===== src/rtl/dc_l2_req_responder.sv =====
// ---------------------------------------------------------------------------
// dc_l2_req_responder
//
// L2-side responder for D-cache tag-bank miss traffic.  Requests (REQ_S,
// REQ_M, DISP) are queued in arrival order and each one is answered with
// exactly one ack that carries the granted coherence state and the echoed
// request id/address.  A fixed latency of LAT cycles is modelled between
// the controller leaving IDLE and the ack being presented, which is what
// the DC bring-up environment expects from a real L2 pipeline.
//
// Ports
//   clk        : clock
//   reset      : asynchronous, active-high reset
//   req_valid  : request present
//   req_retry  : 1 = request not accepted this cycle (queue full)
//   req_cmd    : CMD_* encoding of the request
//   req_addr   : line address (echoed back unchanged)
//   req_id     : requester tag (echoed back unchanged)
//   ack_valid  : response present
//   ack_retry  : 1 = DC cannot take the response this cycle
//   ack_cmd    : echoed command, or CMD_NACK for an illegal command
//   ack_id     : echoed request id
//   ack_addr   : echoed request address
//   ack_state  : granted state, I=0 S=1 E=2 M=3
//   err        : sticky flag, set when an illegal command is answered
// ---------------------------------------------------------------------------
module dc_l2_req_responder #(
  parameter int          ADDR_BITS = 32,
  parameter int          ID_BITS   = 3,
  parameter int          DEPTH     = 4,
  parameter int          LAT       = 3,
  parameter logic [2:0]  CMD_REQ_S = 3'd1,
  parameter logic [2:0]  CMD_REQ_M = 3'd2,
  parameter logic [2:0]  CMD_DISP  = 3'd3,
  parameter logic [2:0]  CMD_NACK  = 3'd7
) (
  input  logic                 clk,
  input  logic                 reset,
  input  logic                 req_valid,
  output logic                 req_retry,
  input  logic [2:0]           req_cmd,
  input  logic [ADDR_BITS-1:0] req_addr,
  input  logic [ID_BITS-1:0]   req_id,
  output logic                 ack_valid,
  input  logic                 ack_retry,
  output logic [2:0]           ack_cmd,
  output logic [ID_BITS-1:0]   ack_id,
  output logic [ADDR_BITS-1:0] ack_addr,
  output logic [2:0]           ack_state,
  output logic                 err
);

  // Pointer width is exact because DEPTH is a power of two, so the
  // pointers wrap naturally; the occupancy count needs one extra bit
  // to represent the full value DEPTH.
  localparam int PTR_BITS = $clog2(DEPTH);
  localparam int CNT_BITS = PTR_BITS + 1;
  localparam logic [CNT_BITS-1:0] FULL_COUNT = CNT_BITS'(DEPTH);
  localparam logic [3:0] LAT_LOAD = 4'(LAT);

  // Coherence state encodings driven on ack_state (E=2 is never granted).
  localparam logic [2:0] ST_I = 3'd0;
  localparam logic [2:0] ST_S = 3'd1;
  localparam logic [2:0] ST_M = 3'd3;

  typedef enum logic [1:0] {
    S_IDLE = 2'd0,
    S_WAIT = 2'd1,
    S_RESP = 2'd2
  } state_t;

  // Request queue storage and bookkeeping.
  logic [2:0]           r_fifoCmd  [DEPTH];
  logic [ADDR_BITS-1:0] r_fifoAddr [DEPTH];
  logic [ID_BITS-1:0]   r_fifoId   [DEPTH];
  logic [PTR_BITS-1:0]  r_wrPtr;
  logic [PTR_BITS-1:0]  r_rdPtr;
  logic [CNT_BITS-1:0]  r_count;

  // Response controller state and registered ack outputs.
  state_t               r_state;
  logic [3:0]           r_latCnt;
  logic                 r_ackValid;
  logic [2:0]           r_ackCmd;
  logic [ID_BITS-1:0]   r_ackId;
  logic [ADDR_BITS-1:0] r_ackAddr;
  logic [2:0]           r_ackState;
  logic                 r_err;

  logic                 w_push;
  logic                 w_pop;
  logic [2:0]           w_headCmd;
  logic [2:0]           w_grantCmd;
  logic [2:0]           w_grantState;
  logic                 w_illegal;

  // Retry is purely a function of the registered occupancy: a pop in the
  // same cycle does not open a slot for a push (no bypass path).
  assign req_retry = (r_count == FULL_COUNT);
  assign w_push    = req_valid & ~req_retry;

  // The head leaves the queue only when the DC takes the ack.
  assign w_pop     = (r_state == S_RESP) & r_ackValid & ~ack_retry;

  assign w_headCmd = r_fifoCmd[r_rdPtr];

  // Queue payload is written on every accepted request.  The storage does
  // not need a reset because the count decides which entries are live.
  always_ff @(posedge clk) begin
    if (w_push) begin
      r_fifoCmd[r_wrPtr]  <= req_cmd;
      r_fifoAddr[r_wrPtr] <= req_addr;
      r_fifoId[r_wrPtr]   <= req_id;
    end
  end

  // Pointers and occupancy.  A simultaneous push and pop leaves the count
  // unchanged while both pointers advance.
  always_ff @(posedge clk or posedge reset) begin
    if (reset) begin
      r_wrPtr <= '0;
      r_rdPtr <= '0;
      r_count <= '0;
    end else begin
      if (w_push) begin
        r_wrPtr <= r_wrPtr + 1'b1;
      end
      if (w_pop) begin
        r_rdPtr <= r_rdPtr + 1'b1;
      end
      case ({w_push, w_pop})
        2'b10:   r_count <= r_count + 1'b1;
        2'b01:   r_count <= r_count - 1'b1;
        default: r_count <= r_count;
      endcase
    end
  end

  // Grant decode for the head entry.  Anything that is not one of the
  // three known commands is answered with a NACK and an Invalid grant.
  always_comb begin
    w_grantCmd   = CMD_NACK;
    w_grantState = ST_I;
    w_illegal    = 1'b1;
    if (w_headCmd == CMD_REQ_S) begin
      w_grantCmd   = CMD_REQ_S;
      w_grantState = ST_S;
      w_illegal    = 1'b0;
    end else if (w_headCmd == CMD_REQ_M) begin
      w_grantCmd   = CMD_REQ_M;
      w_grantState = ST_M;
      w_illegal    = 1'b0;
    end else if (w_headCmd == CMD_DISP) begin
      w_grantCmd   = CMD_DISP;
      w_grantState = ST_I;
      w_illegal    = 1'b0;
    end
  end

  // Response controller.  IDLE waits for a queued request and loads the
  // latency counter; WAIT counts down and, on the cycle the counter reads
  // 1, captures the head into the ack registers so the ack appears exactly
  // LAT cycles after leaving IDLE; RESP holds the ack stable until the DC
  // accepts it, then returns to IDLE so the next request starts afresh.
  always_ff @(posedge clk or posedge reset) begin
    if (reset) begin
      r_state    <= S_IDLE;
      r_latCnt   <= '0;
      r_ackValid <= 1'b0;
      r_ackCmd   <= '0;
      r_ackId    <= '0;
      r_ackAddr  <= '0;
      r_ackState <= '0;
      r_err      <= 1'b0;
    end else begin
      case (r_state)
        S_IDLE: begin
          if (r_count != '0) begin
            r_latCnt <= LAT_LOAD;
            r_state  <= S_WAIT;
          end
        end
        S_WAIT: begin
          r_latCnt <= r_latCnt - 4'd1;
          if (r_latCnt == 4'd1) begin
            r_ackValid <= 1'b1;
            r_ackCmd   <= w_grantCmd;
            r_ackId    <= r_fifoId[r_rdPtr];
            r_ackAddr  <= r_fifoAddr[r_rdPtr];
            r_ackState <= w_grantState;
            if (w_illegal) begin
              r_err <= 1'b1;
            end
            r_state <= S_RESP;
          end
        end
        S_RESP: begin
          if (!ack_retry) begin
            r_ackValid <= 1'b0;
            r_state    <= S_IDLE;
          end
        end
        default: begin
          r_ackValid <= 1'b0;
          r_state    <= S_IDLE;
        end
      endcase
    end
  end

  assign ack_valid = r_ackValid;
  assign ack_cmd   = r_ackCmd;
  assign ack_id    = r_ackId;
  assign ack_addr  = r_ackAddr;
  assign ack_state = r_ackState;
  assign err       = r_err;

endmodule


===== config.mk =====
export PLATFORM = sky130hd
export DESIGN_NAME = dc_l2_req_responder
export DESIGN_NICKNAME = d
export VERILOG_FILES = /design/src/rtl/dc_l2_req_responder.sv
export SDC_FILE = /design/constraint.sdc
export NUM_CORES = 1
export LEC_CHECK = 0
export CAP_MARGIN = 20
export CORE_MARGIN = 4
export CORE_UTILIZATION = 56
export CTS_CLUSTER_DIAMETER = 150
export CTS_CLUSTER_SIZE = 28
export DETAILED_ROUTE_END_ITERATION = 12
export PLACE_DENSITY_LB_ADDON = 0.12
export SLEW_MARGIN = 20
export SYNTH_ARGS = -nofsm -noshare
export SYNTH_HDL_FRONTEND = slang
export SYNTH_SLANG_ARGS = --single-unit

===== constraint.sdc =====
create_clock -name clk -period 3.01 [get_ports clk]
set_input_delay 0.301 -clock clk [delete_from_list [all_inputs] [get_ports clk]]
set_output_delay 0.301 -clock clk [all_outputs]
set_load 0.01 [all_outputs]

# ---- After elaboration in Yosys (flattened, before gate mapping)
# Memories as Yosys holds them, arrays and structs flattened. A register that Yosys moved wholly into a read port is not among the register bits.
# Index checks and enable logic that the tools add are counted.
# Widths: inputs -> output; s select.
dict set report word_totals {
  reg_bits 21
  mem_bits_rw 152
  out_inout_bits 44
  elab_cells 64
  mem_count 3
  inputBits 42
}
# name depth width read_ports rd_ports_with_merged_regs wr line_no
set mem_list {}
lappend mem_list {r_fifoAddr 4 32 1 1 1 74} ;# logic [ADDR_BITS-1:0] r_fifoAddr [DEPTH];
lappend mem_list {r_fifoCmd 4 3 1 0 1 73} ;# logic [2:0] r_fifoCmd [DEPTH];
lappend mem_list {r_fifoId 4 3 1 1 1 75} ;# logic [ID_BITS-1:0] r_fifoId [DEPTH];
dict set report op_classes {
  n_reduce_logical 9
  n_mux 20
  add_sub_neg 5
  eq_ne 12
  n_bitwise 6
}
# op count
set ops {}
lappend ops {{$mux 2} 5}
lappend ops {{$mux 3} 3}
lappend ops {{$reduce_and 3->1} 3}
lappend ops {{$pmux 4 s2} 1}
lappend ops {{$mux 1} 7}
lappend ops {{$eq 3x2->1 const B} 2}
lappend ops {{$ne 2x2->1 const B} 3}
lappend ops {{$pmux 2 s3} 1}
lappend ops {{$pmux 3 s2} 1}
lappend ops {{$add 2x1->2 const B} 2}
lappend ops {{$eq 2x1->1 const B} 2}
lappend ops {{$eq 2x2->1 const B} 2}
lappend ops {{$eq 4x1->1 const B} 1}
lappend ops {{$mux 4} 1}
lappend ops {{$reduce_and 2->1} 2}
lappend ops {{$reduce_bool 2->1} 2}
lappend ops {{$sub 4x1->4 const B} 1}
lappend ops {{$add 3x1->3 const B} 1}
lappend ops {{$and 1x1->1} 3}
lappend ops {{$eq 3x1->1 const B} 1}
lappend ops {{$eq 3x3->1 const B} 1}
lappend ops {{$not 1->1} 3}
lappend ops {{$pmux 1 s3} 1}
lappend ops {{$reduce_bool 3->1} 1}
lappend ops {{2 further kinds} 2}

# ---- Logic depth before layout (Yosys ltp)
# Gate-level depths: netlist (run 1).
# An unclocked memory read counts as a cell.
dict set report depth {
  ltp_word 6
  ltp_mapped 8
  mapped_depth_nobuf 8
}

# ---- Worst setup path before layout (run 1)
# Ideal clock, no wire load.
dict set report synth_timing {
  kind {reg-to-reg}
  start {reg r_count[2]}
  end {mem r_fifoAddr[0][0], enable pin}
  path_stages_with_launch 4
  synth_period_minus_slack_ps 2249
  arrival_time_ps 1851
  path_buffers 0
  path_slack_ps 761
  t_required_ps 2611
  setup_ps 399
  path_cell_list {dfrtp_1 -> nor3b_1 -> nor2b_1 -> and2_1}
}
dict set report synth_between {
  elab_chain_len 5
}
# item line_no
set synth_lines {}
lappend synth_lines {{start: declaration} 78} ;# logic [CNT_BITS-1:0] r_count;
lappend synth_lines {{start signal: assignment} 132} ;# 2'b10: r_count <= r_count + 1'b1;
lappend synth_lines {{start signal: assignment} 133} ;# 2'b01: r_count <= r_count - 1'b1;
lappend synth_lines {{start signal: assignment} 134} ;# default: r_count <= r_count;
lappend synth_lines {{$eq 3x3->1} 99} ;# assign req_retry = (r_count == FULL_COUNT);
lappend synth_lines {{via req_retry} 40} ;# output logic req_retry,
lappend synth_lines {{$not 1->1} 100} ;# assign w_push = req_valid & ~req_retry;
lappend synth_lines {{$and 1x1->1} 100}
lappend synth_lines {{$mux 1} 110} ;# if (w_push) begin
lappend synth_lines {{$mux 1 (implied by the code)} 112} ;# r_fifoAddr[r_wrPtr] <= req_addr;
lappend synth_lines {{end: declaration} 74}
# The timed path passes the listed nets, and every way through them passes these cells.

# ---- Final worst setup path (run 1)
dict set report layout_timing {
  start {reg r_latCnt[1]}
  end {reg r_ackId[1] (netlist: ack_id[1]), read port of r_fifoId}
}
dict set report layout_between {
  elab_chain_len 2
}
# item line_no
set layout_lines {}
lappend layout_lines {{start: declaration} 82} ;# logic [3:0] r_latCnt;
lappend layout_lines {{start signal: assignment} 184} ;# r_latCnt <= r_latCnt - 4'd1;
lappend layout_lines {{$eq 4x1->1} 185} ;# if (r_latCnt == 4'd1) begin
lappend layout_lines {{$reduce_and 2->1 (no line)} n/a}
lappend layout_lines {{end: declaration} 85} ;# logic [ID_BITS-1:0] r_ackId;
# Every way passes these cells.
# A chain may end at the register's enable or synchronous reset.

==> key figures, run 1 <==
Run status
  • Status: completed

Yosys
  • Synth top cells by count: 152 x edfxtp_1, 55 x dfrtp_1, 37 x mux2_2
  • Mapped Nets: 413
  • Syn. warnings: 0
  • Sequential element share of the synthesized area: 75.7%
  • Ys flop type: edfxtp_1
  • Synth Cell Area: 7850 µm²
  • #FFs+latches synth: 207
  • Cells after synthesis: 363
  • Most common cell in the synthesized netlist: edfxtp_1
  • Mean Syn Cell Area: 21.6 µm²
  • Post-synth EDFFs: 152
  • Post-synth top area share: 58.2%
  • Leading area contributor after synthesis: edfxtp_1
  • Ys async rst share: 26.6%
  • Distinct cells, synth: 37
  • Top cells by area, synth: edfxtp_1 58%, dfrtp_1 18%, mux4_2 10%

Global routing
  • GRT Overall Usage: 17.0%
  • First-pass GRT wire length: 21500 µm
  • Initial antenna violation count: 0
  • Global route overflow: 0
  • Largest net degree at the start of global routing: 32
  • Vias in the first global route: 3967

STA
  • TNS Setup: 0 ns
  • Measured slew at the worst slew-check pin: 0.808 ns
  • Slew Limit Fails: 0
  • Fin crit share: 74.7%
  • Tmin final: 2.25 ns
  • Setup-failing EPs final: 0
  • Final Hold Violating Endpoints: 0
  • Top achievable clock speed: 445 MHz
  • Max-slew headroom: 46.1%
  • Clock skew: 0.0158 ns
  • RSZ-0062 raised after global routing: false

Clock network
  • Num CTS Buffers: 11
  • CTS root buf: clkbuf_16
  • Maximum clock path buffer count: 3
  • H-tree depth reported by CTS: 1
  • # hold bufs at CTS: 0
  • Clock sink count: 207
  • Worst skew pair latency: 0.46 ns
  • Post-CTS Resized: 0
  • # Post-CTS Setup Buffers: 0
  • CTS tree: built
  • CTS clock-pin slew for the worst setup and hold paths: 0.10 ns

Floorplan
  • Rows: 42
  • Die height: 126 µm
  • Die Width: 126 µm
  • Initial Util: 58.1%
  • Core box area: 13500 µm²
  • Ports: 86
  • Die area: 16000 µm²

Power
  • Leak Pwr: 3.22 nW
  • Cell Pwr Density: 933 nW/µm²
  • VDD IR-drop max: 0.702 mV

Worst setup path
  • CP Depth: 6
  • Crit start category: register
  • CP top delay family: simple AND/OR/NAND/NOR gates
  • CP peak stage delay: 0.44 ns
  • Worst Reg2Reg Path Length in Cells: 6
  • Crit path required time: 3.34 ns
  • CP arrival: 2.58 ns
  • Cell Chain, Critical Path: inv_1 > ha_1 > nor3b_2 > nand2_2 > buf_4 > mux2_2
  • CP max FO: 26
  • Critical Path End Type: register
  • WS Path Type: reg2reg
  • Worst path buffer plus inverter count: 2
  • Reg2Reg Setup Slack: 0.76 ns
  • Slowest stage cell, crit path: nand2_2

Cells and area
  • Ratio of cells with drive above 1 in the final layout: 23.9%
  • Final-layout fill cell count: 865
  • Nets: 510
  • Layout Utilization: 68.3%
  • Area delta synth->final: 17.5%
  • Diode count: 0

Drt
  • Post-DR wirelength/cell: 20.6 µm
  • Detailed-route DRC error count: 0
  • Via count: 3620
  • 1st-pass router iterations: 4
  • DRT antenna net count: 0
  • Via density: 5.66
  • Total routed wirelength: 13200 µm
  • Initial detailed-routing violation count: 247

Place
  • Routability Congestion: 0.706
  • IO buf count: 84
  • HPWL Detailed: 8540 µm

Hold path
  • Hold Path Class: in2async

Job
  • Maxcap violations: 0
## metrics by stage
step	hold slack (ns)	setup slack [ns]	total power (W)	instance area (µm²)	instances
floorplan	0.400	0.761	0.00607	7850	363
global route	0.271	0.631	0.00909	9220	640
CTS	0.238	0.736	0.00874	9220	640
finish	0.214	0.763	0.00861	9220	640
global placement	0.462	0.653	0.00708	8910	623
detailed placement	0.462	0.608	0.00716	8910	623
## layer usage
| layer | wire length (µm) | part of all wire [%] | vias to the layer above | track usage, % |
|---|---|---|---|---|
| li1 | - | - | 1619 | - |
| met3 | 677 | 5.1 | 15 | 3.15 |
| met2 | 6700 | 51 | 85 | 29.0 |
| met1 | 5670 | 43 | 1901 | 23.4 |
| met5 | 0 | 0 | - | 0 |
| met4 | 171 | 1.3 | 0 | 3.03 |
## sequential cells by signal (all words and copies together), names as in the netlist
| signal | cells |
|---|---|
| r_latCnt | 4 |
| ack_state | 2 |
| r_wrPtr | 2 |
| r_state | 2 |
| ack_id | 3 |
| ack_valid | 1 |
| ack_addr | 32 |
| r_rdPtr | 2 |
| ack_cmd | 3 |
| r_fifoAddr | 128 |
| err | 1 |
| r_count | 3 |
| r_fifoId | 12 |
| r_fifoCmd | 12 |
## cells by family (layout without fill, tap and decap cells)
| logic type | count (synthesis) | in the layout | synth area share [%] |
|---|---|---|---|
| xor+xnor | 8 | 8 | 0.893 |
| compound gates | 19 | 19 | 1.52 |
| simple gates | 25 | 25 | 2.03 |
| flops | 207 | 207 | 75.7 |
| other cells | 1 | 1 | 0.0478 |
| fa+ha+maj | 8 | 8 | 1.37 |
| mux | 75 | 75 | 16.4 |
| buf+inv | 20 | 121 | 2.06 |
## where the power goes
group / switching (W) / internal, W / leakage, nW
clock: 0.000857 / 0.000705 / 0.151
combinational: 0.00115 / 0.00158 / 1.03
sequential: 0.000428 / 0.00389 / 2.04
## layout make-up
type                            count  area [µm²]  share of cell area, %
Sequential cell                   207        5940                   64.5
Multi-Input combinational cell    136        1750                   19.0
Timing Repair Buffer               98         971                   10.5
Clock buffer                       16         294                   3.19
Tap cell                          176         220                   2.39
Inverter                            6        22.5                  0.244
Clock inverter                      1        20.0                  0.217
## placed cells by master (no fill, tap or decap), types with 2 or more instances in the layout
master           Yosys  routed
dfrtp_1             55      53
clkbuf_1             0       5
dfrtp_2              0       2
and2_2               0       4
clkdlybuf4s50_1      0      84
nor3_1               2       2
buf_4                1      12
a21oi_1              4       4
mux4_1               3       3
nor2b_1              3       3
buf_12               4       2
inv_1                6       5
xnor2_1              4       4
edfxtp_1           152     152
xor2_1               4       4
clkbuf_16            0      11
mux4_2              35      35
o21ai_0              7       7
ha_1                 7       7
nand2_1              5       4
nor3b_1              2       2
a22o_1               3       3
mux2_2              37      37
## worst reg2reg max path, cell delays in order, from the launching register on
cell,delay (ns)
dfrtp_1,0.39
inv_1,0.10
ha_1,0.17
nor3b_2,0.32
nand2_2,0.44
buf_4,0.40
mux2_2,0.30
## final timing paths
| path | start | to |
|---|---|---|
| worst max-delay path | r_latCnt[1] | ack_id[1] |
| worst min-delay path | reset | ack_addr[23] |
| worst max register to register | r_latCnt[1] | ack_id[1] |
| worst min register to register | err | err |
| max in group asynchronous | reset | r_rdPtr[0] |
| min in group clk | req_addr[26] | r_fifoAddr[2][26] |
(Power assumes the default switching activity.)
==> run 2: changes to the inputs <==
==> constraint.sdc (replaced) <==
create_clock -name clk -period 2.3 [get_ports clk]
set_input_delay 0.23 -clock clk [delete_from_list [all_inputs] [get_ports clk]]
set_output_delay 0.23 -clock clk [all_outputs]
set_load 0.01 [all_outputs]
==> key figures, run 2 (synthesized netlist as in run 1, its figures left out) <==
Run status
  • Status: completed

Cells and area
  • Layout Utilization: 69.1%
  • Commonest non-fill, non-tap cells in the layout: 152 x edfxtp_1, 84 x clkdlybuf4s50_1, 53 x dfrtp_1, 37 x mux2_2, 35 x mux4_2
  • Nets: 514
  • Ratio of cells with drive above 1 in the final layout: 24.6%
  • Most common cell after layout, fill and taps aside: edfxtp_1
  • Diode count: 0
  • Max FFs per register: 128
  • Top reg by flops: r_fifoAddr
  • Area delta synth->final: 18.9%

Global routing
  • GRT Overall Usage: 17.0%
  • GRT met2 Usage: 29.3%
  • Top Usage Layer GRT: met2
  • Grt met3 use: 2.23%
  • First-pass GRT wire length: 21600 µm
  • Largest net degree at the start of global routing: 42
  • Initial antenna violation count: 0
  • Vias in the first global route: 3975
  • Global route overflow: 0
  • Met1 Usage GRT: 24.0%

Worst setup path
  • CP top delay family: buffers and inverters
  • CP max FO: 4
  • CP arrival: 1.74 ns
  • Worst path buffer plus inverter count: 1
  • CP startpoint: r_count[0]
  • Crit path required time: 2.07 ns
  • Reg2Reg Launch Point: r_count[2]
  • Critical Path End Type: output port
  • Crit start category: register
  • CP peak stage delay: 0.59 ns
  • Slowest stage cell, crit path: clkdlybuf4s50_1
  • Cell Chain, Critical Path: nor3b_1 > clkdlybuf4s50_1
  • WS Path Type: reg2out

Drt
  • DRT antenna net count: 0
  • Total routed wirelength: 13000 µm
  • Detailed-route DRC error count: 0
  • Via density: 5.53
  • Initial detailed-routing violation count: 228
  • 1st-pass router iterations: 5
  • Post-DR wirelength/cell: 20.3 µm
  • Via count: 3561

Power
  • Clk pwr share: 17.8%
  • VDD IR-drop max: 0.777 mV
  • Sw frac: 27.8%
  • Register share of total power: 49.0%
  • Logic gate share of total power: 33.2%
  • Leak Pwr: 3.27 nW
  • Sw power: 0.00315 W
  • Internal power: 0.00817 W
  • Cell Pwr Density: 1210 nW/µm²

Clock network
  • CTS root buf: clkbuf_16
  • CTS tree: built
  • Clock sink count: 207
  • # hold bufs at CTS: 0
  • H-tree depth reported by CTS: 1
  • CTS clock-pin slew for the worst setup and hold paths: 0.10 ns
  • Worst skew pair latency: 0.45 ns
  • Post-CTS Resized: 0
  • Maximum clock path buffer count: 3
  • Num CTS Buffers: 11
  • # Post-CTS Setup Buffers: 0

Floorplan
  • Die height: 126 µm
  • Die Width: 126 µm
  • Rows: 42
  • Core box area: 13500 µm²
  • Die area: 16000 µm²
  • Ports: 86
  • Initial Util: 58.1%

STA
  • Setup-failing EPs final: 0
  • Final Hold Violating Endpoints: 0
  • RSZ-0062 raised after global routing: false
  • TNS Setup: 0 ns
  • Tmin final: 1.97 ns
  • Clock skew: 0.0144 ns
  • Slew Limit Fails: 0
  • Fin crit share: 85.7%
  • Top achievable clock speed: 507 MHz
  • Hold WS: 0.0871 ns

Hold path
  • Hold Path Class: in2async

Place
  • Routability Congestion: 0.686
  • IO buf count: 84
  • HPWL Detailed: 8460 µm

Job
  • Maxcap violations: 0
[run 2: cell types whose count changed in the layout (fill, tap and decap cells not counted), sizes merged]
| cell | before | now |
|---|---|---|
| buf | 14 | 18 |
[run 2: path summary, 6_finish.rpt]
| check | slack [ns] | end | cells past startpoint |
|---|---|---|---|
| min in group clk | 0.40 | r_state[1] | 3 |
| worst max register to register | 0.38 | r_count[2] | 8 |
| max in group asynchronous | 1.62 | r_rdPtr[0] | 3 |
| worst min register to register | 0.49 | err | 1 |
| worst min-delay path | 0.09 | ack_addr[2] | 2 |
| worst max-delay path | 0.33 | req_retry | 2 |
[run 2: routing by layer]
layer | vias to the layer above | share of wire (%)
met5 | - | 0
met4 | 0 | 1.3
met3 | 10 | 3.9
met2 | 72 | 52
met1 | 1848 | 43
li1 | 1631 | -
[run 2: power groups by stage]
stage               Combinational, W  Clock [W]  Sequential [W]
floorplan                    0.00227          0         0.00568
global placement             0.00377          0         0.00559
detailed placement           0.00386          0         0.00565
CTS                          0.00388    0.00208         0.00556
global route                 0.00411    0.00223         0.00567
finish                       0.00376    0.00201         0.00555
[run 2: final cells by class]
cell class                      instances  area (µm²)
Inverter                                6        22.5
Clock inverter                          1        20.0
Fill cell                             874        4180
Sequential cell                       207        5940
Clock buffer                           16         294
Tap cell                              176         220
Multi-Input combinational cell        136        1750
Timing Repair Buffer                  102        1080
[run 2: metrics by stage]
| stage | cells | setup WS (ns) | power, W | cell area (µm²) |
|---|---|---|---|---|
| floorplan | 363 | 0.0505 | 0.00795 | 7850 |
| global placement | 627 | 0.209 | 0.00936 | 9010 |
| global route | 644 | 0.199 | 0.0120 | 9330 |
| CTS | 644 | 0.283 | 0.0115 | 9330 |
| finish | 644 | 0.328 | 0.0113 | 9330 |
| detailed placement | 627 | 0.156 | 0.00950 | 9010 |
[run 2: worst reg2reg max path, stage by stage (launching register included)]
cell	delay [ns]
dfrtp_1	0.42
nor3b_1	0.16
nor2b_1	0.17
inv_1	0.07
ha_1	0.23
fa_1	0.39
xnor2_1	0.14
nor2_1	0.11
xor2_1	0.16
